## config.mk

```make
export PLATFORM = sky130hd
export DESIGN_NAME = mult_seq
export DESIGN_NICKNAME = d
export VERILOG_FILES = /design/src/rtl/mult_seq.sv
export SDC_FILE = /design/constraint.sdc
export NUM_CORES = 1
export LEC_CHECK = 0
export BUFFER_PORTS_ARGS = -buffer_cell sky130_fd_sc_hd__buf_2
export CAP_MARGIN = 30
export CELL_PAD_IN_SITES_DETAIL_PLACEMENT = 1
export CELL_PAD_IN_SITES_GLOBAL_PLACEMENT = 1
export CORE_MARGIN = 5
export CORE_UTILIZATION = 48
export CTS_CLUSTER_DIAMETER = 100
export DETAILED_ROUTE_END_ITERATION = 10
export GPL_ROUTABILITY_DRIVEN = 0
export GPL_TIMING_DRIVEN = 0
export PLACE_DENSITY = 0.92
export SYNTH_ARGS = -nofsm -noshare
export SYNTH_HDL_FRONTEND = slang
export SYNTH_SLANG_ARGS = --single-unit
```

## constraint.sdc

```tcl
create_clock -name clk -period 5.9 [get_ports clk]
set_clock_uncertainty 0.05 [all_clocks]
set_input_delay 0.295 -clock clk [delete_from_list [all_inputs] [get_ports clk]]
set_output_delay 0.295 -clock clk [all_outputs]
set_load 0.05 [all_outputs]
```

## src/rtl/mult_seq.sv

```systemverilog
// Sequential shift-add multiplier (MULT/MULTU): WIDTH CALC steps on operand
// magnitudes, then a FIX step that applies the result sign and publishes {hi,lo}.
module mult_seq #(
   parameter int unsigned WIDTH = 32
) (
   input  logic             clk,
   input  logic             rst_n,
   input  logic             start,
   input  logic             is_signed,
   input  logic [WIDTH-1:0] a,
   input  logic [WIDTH-1:0] b,
   input  logic             cancel,
   output logic             busy,
   output logic             done,
   output logic [WIDTH-1:0] hi,
   output logic [WIDTH-1:0] lo
);

   localparam int unsigned CW = $clog2(WIDTH + 1);

   typedef enum logic [1:0] {
      S_IDLE = 2'd0,
      S_CALC = 2'd1,
      S_FIX  = 2'd2
   } state_t;

   state_t               r_state;
   logic [CW-1:0]        r_cnt;
   logic [WIDTH-1:0]     r_mcand;
   logic [2*WIDTH-1:0]   r_acc;
   logic                 r_neg;
   logic                 r_busy;
   logic                 r_done;
   logic [WIDTH-1:0]     r_hi;
   logic [WIDTH-1:0]     r_lo;

   logic [WIDTH-1:0]     w_mag_a;
   logic [WIDTH-1:0]     w_mag_b;
   logic [WIDTH:0]       w_sum;
   logic [2*WIDTH-1:0]   w_res;

   // Magnitude of the most negative value wraps to 2^(WIDTH-1), which is exact unsigned
   assign w_mag_a = (is_signed && a[WIDTH-1]) ? WIDTH'(-a) : a;
   assign w_mag_b = (is_signed && b[WIDTH-1]) ? WIDTH'(-b) : b;

   assign w_sum = r_acc[0] ? ({1'b0, r_acc[2*WIDTH-1:WIDTH]} + {1'b0, r_mcand})
                           :  {1'b0, r_acc[2*WIDTH-1:WIDTH]};
   assign w_res = r_neg ? (2*WIDTH)'(-r_acc) : r_acc;

   assign busy = r_busy;
   assign done = r_done;
   assign hi   = r_hi;
   assign lo   = r_lo;

   always_ff @(posedge clk or negedge rst_n) begin
      if (!rst_n) begin
         r_state <= S_IDLE;
         r_cnt   <= '0;
         r_mcand <= '0;
         r_acc   <= '0;
         r_neg   <= 1'b0;
         r_busy  <= 1'b0;
         r_done  <= 1'b0;
         r_hi    <= '0;
         r_lo    <= '0;
      end else begin
         r_done <= 1'b0;
         case (r_state)
            S_IDLE: begin
               if (start && !cancel) begin
                  r_mcand <= w_mag_a;
                  r_acc   <= {WIDTH'(0), w_mag_b};
                  r_neg   <= is_signed & (a[WIDTH-1] ^ b[WIDTH-1]);
                  r_cnt   <= CW'(WIDTH);
                  r_busy  <= 1'b1;
                  r_state <= S_CALC;
               end
            end
            S_CALC: begin
               if (cancel) begin
                  r_busy  <= 1'b0;
                  r_state <= S_IDLE;
               end else begin
                  // Carry out of the add lands in the top bit as the register shifts right
                  r_acc <= {w_sum, r_acc[WIDTH-1:1]};
                  r_cnt <= r_cnt - CW'(1);
                  if (r_cnt == CW'(1)) begin
                     r_state <= S_FIX;
                  end
               end
            end
            S_FIX: begin
               r_busy  <= 1'b0;
               r_state <= S_IDLE;
               if (!cancel) begin
                  {r_hi, r_lo} <= w_res;
                  r_done       <= 1'b1;
               end
            end
            default: begin
               r_busy  <= 1'b0;
               r_state <= S_IDLE;
            end
         endcase
      end
   end

endmodule

```

==> results.toml <==
[global_routing]
grt_max_degree = 114
grt_overflow = 0
antenna_found_initial = 0
grtUsageTotal_pct = 30.3
grt_first_pass_wirelength_um = 63400
grt_pass1_vias = 11737

[critical_path]
critPathKind = "flip-flop to flip-flop"
required_ns = 6.17
cp.arrival_ns = 4.98
cp_slowest_stage_delay_ns = 0.58
cp_max_fo = 10
slowest_stage = "clkbuf_1"
path_delay_family = "simple AND/OR/NAND/NOR gates"
crit_chain = "clkbuf_1, inv_1, clkbuf_1, ha_1, nor2b_1, nand3b_1, nand3b_1, or4_4, or3_4, or3_4, o31ai_1, xor2_1, o21ai_1"
cp-end-kind = "flip-flop"
cp_num_buf_inv = 3
start_kind = "flip-flop"
r2r_slack_ns = 1.19

[route]
wl_per_cell_um = 22.8
dr_total_vias = 11124
drc = 0
wl_um = 40100
ant_nets = 0
viasPerCell = 6.34
dr.pass1.iters = 5
drt-initial-drc-count = 931

[timing]
rsz0062_at_grt = "false"
max_freq_mhz = 212
finalHoldViolations = 0
slew_viol_final = 0
fin_tns_setup_ns = 0
final.min_clock_period_ns = 4.71
fin_crit_sh_pct = 79.8
setup_viol_count_final = 0
slew_headroom_pct = 26.2
worst_slew_pin_slew_ns = 1.09

[finish]
final_cell_mix = "o21ai_0, nand2_1, dfrtp_1, buf_2, xor2_1"
regArea_sq_um = 4280
drive_above_1_share_pct = 12.7
post-route-util_pct = 56.0
diodes = 0
multi_input_area_sq_um = 6300
nFillCells = 2777
layout_commonest_cell = "o21ai_0"
nets = 1564
syn_to_final_growth_pct = 15.3

[place]
portBuffers = 134
hpwl_um = 28500

[power_and_ir_drop]
leakagePower_nw = 5.69
cellPowerDensity_nw_per_um2 = 394
ir_drop_mv = 0.215
power_w = 0.00498

[clock_tree]
ctsLongestPathBuffers = 2
htreeDepth = 4
cts_tree = "yes"
cts_sinks = 171
clk_latency_ns = 0.45
clkTransAtPathRegs_ns = 0.08
cts_inserted_buffers = 17
cts_root_buf = "clkbuf_16"

[synthesis]
synth-seq-area-share_pct = 39.1
syn_avg_cell_area_sq_um = 8.42
synth_largest_area_cell = "dfrtp_1"
syn_inst = 1302
synth_area_sq_um = 11000
synthArstFlopShare_pct = 100
ys_ff_latch = 171
synth_nets = 1409
synth-edff-count = 0
synthTopCellsByArea = "dfrtp_1, o21ai_0, xor2_1, nand2_1, ha_1"
synth_cell_type_count = 61
synth_top_area_share_pct = 39.1
ys_warn_count = 0
ys.flop_type = "dfrtp_1"

[floorplanning]
die-width_um = 161
start_util_pct = 48.5
io_pins = 135
die_area_sq_um = 25900
coreArea_sq_um = 22600
fp.dieH_um = 161
fp-row-count = 55

[run_status]
status = "finished, final reports clean"

[job]
cap_violations = 0

[min_path]
hp-class = "input port to flip-flop"
## flip-flops by register name (all words and copies together) (netlist names)
name,flops
r_mcand,32
lo,32
r_acc,64
r_cnt,6
done,1
r_neg,1
hi,32
busy,1
r_state,2
## final cells by class
cell class,instances,area share [%]
Clock inverter,14,1.38
Multi-Input combinational cell,1036,49.9
Inverter,23,0.683
Buffer,72,2.27
Sequential cell,171,33.9
Timing Repair Buffer,136,5.68
Clock buffer,18,3.40
Tap cell,285,2.82
## worst min-delay path: cells and delay by family
family	cells	cell delay, ns
buf+inv	1	0.14
simple gates	2	0.12
## cell families (layout without fill, tap and decap cells)
group | after synthesis | in the layout | synth area share [%]
DFF | 171 | 171 | 39.1
xor gates and xnor gates | 144 | 144 | 11.5
muxes | 15 | 15 | 1.37
buffers and inverters | 95 | 263 | 3.40
and+or+nand+nor | 414 | 414 | 17.6
AOI/OAI and AO/OA | 425 | 425 | 22.7
adders and majority gates | 38 | 38 | 4.41
## path summary, 6_finish.rpt
check | start | to | cells past startpoint
worst max-delay path | r_acc[0]$_DFFE_PN0P_ | hi[22]$_DFFE_PN0P_ | 13
worst min-delay path | a[31] | r_mcand[31]$_DFFE_PN0P_ | 3
worst max register to register | r_acc[0]$_DFFE_PN0P_ | hi[22]$_DFFE_PN0P_ | 13
worst min register to register | lo[20]$_DFFE_PN0P_ | lo[20]$_DFFE_PN0P_ | 2
max in group asynchronous | rst_n | r_acc[14]$_DFFE_PN0P_ | 3
min in group asynchronous | rst_n | r_mcand[29]$_DFFE_PN0P_ | 2
## power by group
group          internal [W]  switching (W)
Combinational      0.000634        0.00140
Clock              0.000643       0.000563
Sequential          0.00143       0.000314
Total               0.00270        0.00228
## per-stage QoR
stage               instances  instance area, sq um  hold slack, ns  worst slack [ns]
floorplan                1302                 11000         -0.0506              2.50
global placement         1721                 12000           0.410              1.57
detailed placement       1722                 12000           0.216              1.50
CTS                      1755                 12600          0.0898              1.36
global route             1755                 12600           0.108              1.15
finish                   1755                 12600          0.0913              1.19
## cell usage after synthesis (22+ instances only)
master / count
nor2_1: 73
inv_1: 23
xor2_1: 99
ha_1: 37
a21oi_1: 89
or3_1: 29
xnor2_1: 45
nor3_1: 24
o21ai_0: 206
clkbuf_1: 66
o31ai_1: 22
dfrtp_1: 171
nand2_1: 202
## per-layer routing
layer	global-route usage (%)	routed length [um]	up-vias
li1	-	-	4936
met1	38.0	16000	5494
met2	50.6	19200	535
met3	5.77	2890	159
met4	14.9	1980	0
met5	0	0	-
## what timing repair did
item | CTS | global route
gates resized for setup | 0 | 0
setup buffers | 0 | 0
hold buffers | 1 | 0
endpoints found under the hold margin | 58 | 0
Power figures use the tool's default switching activity.
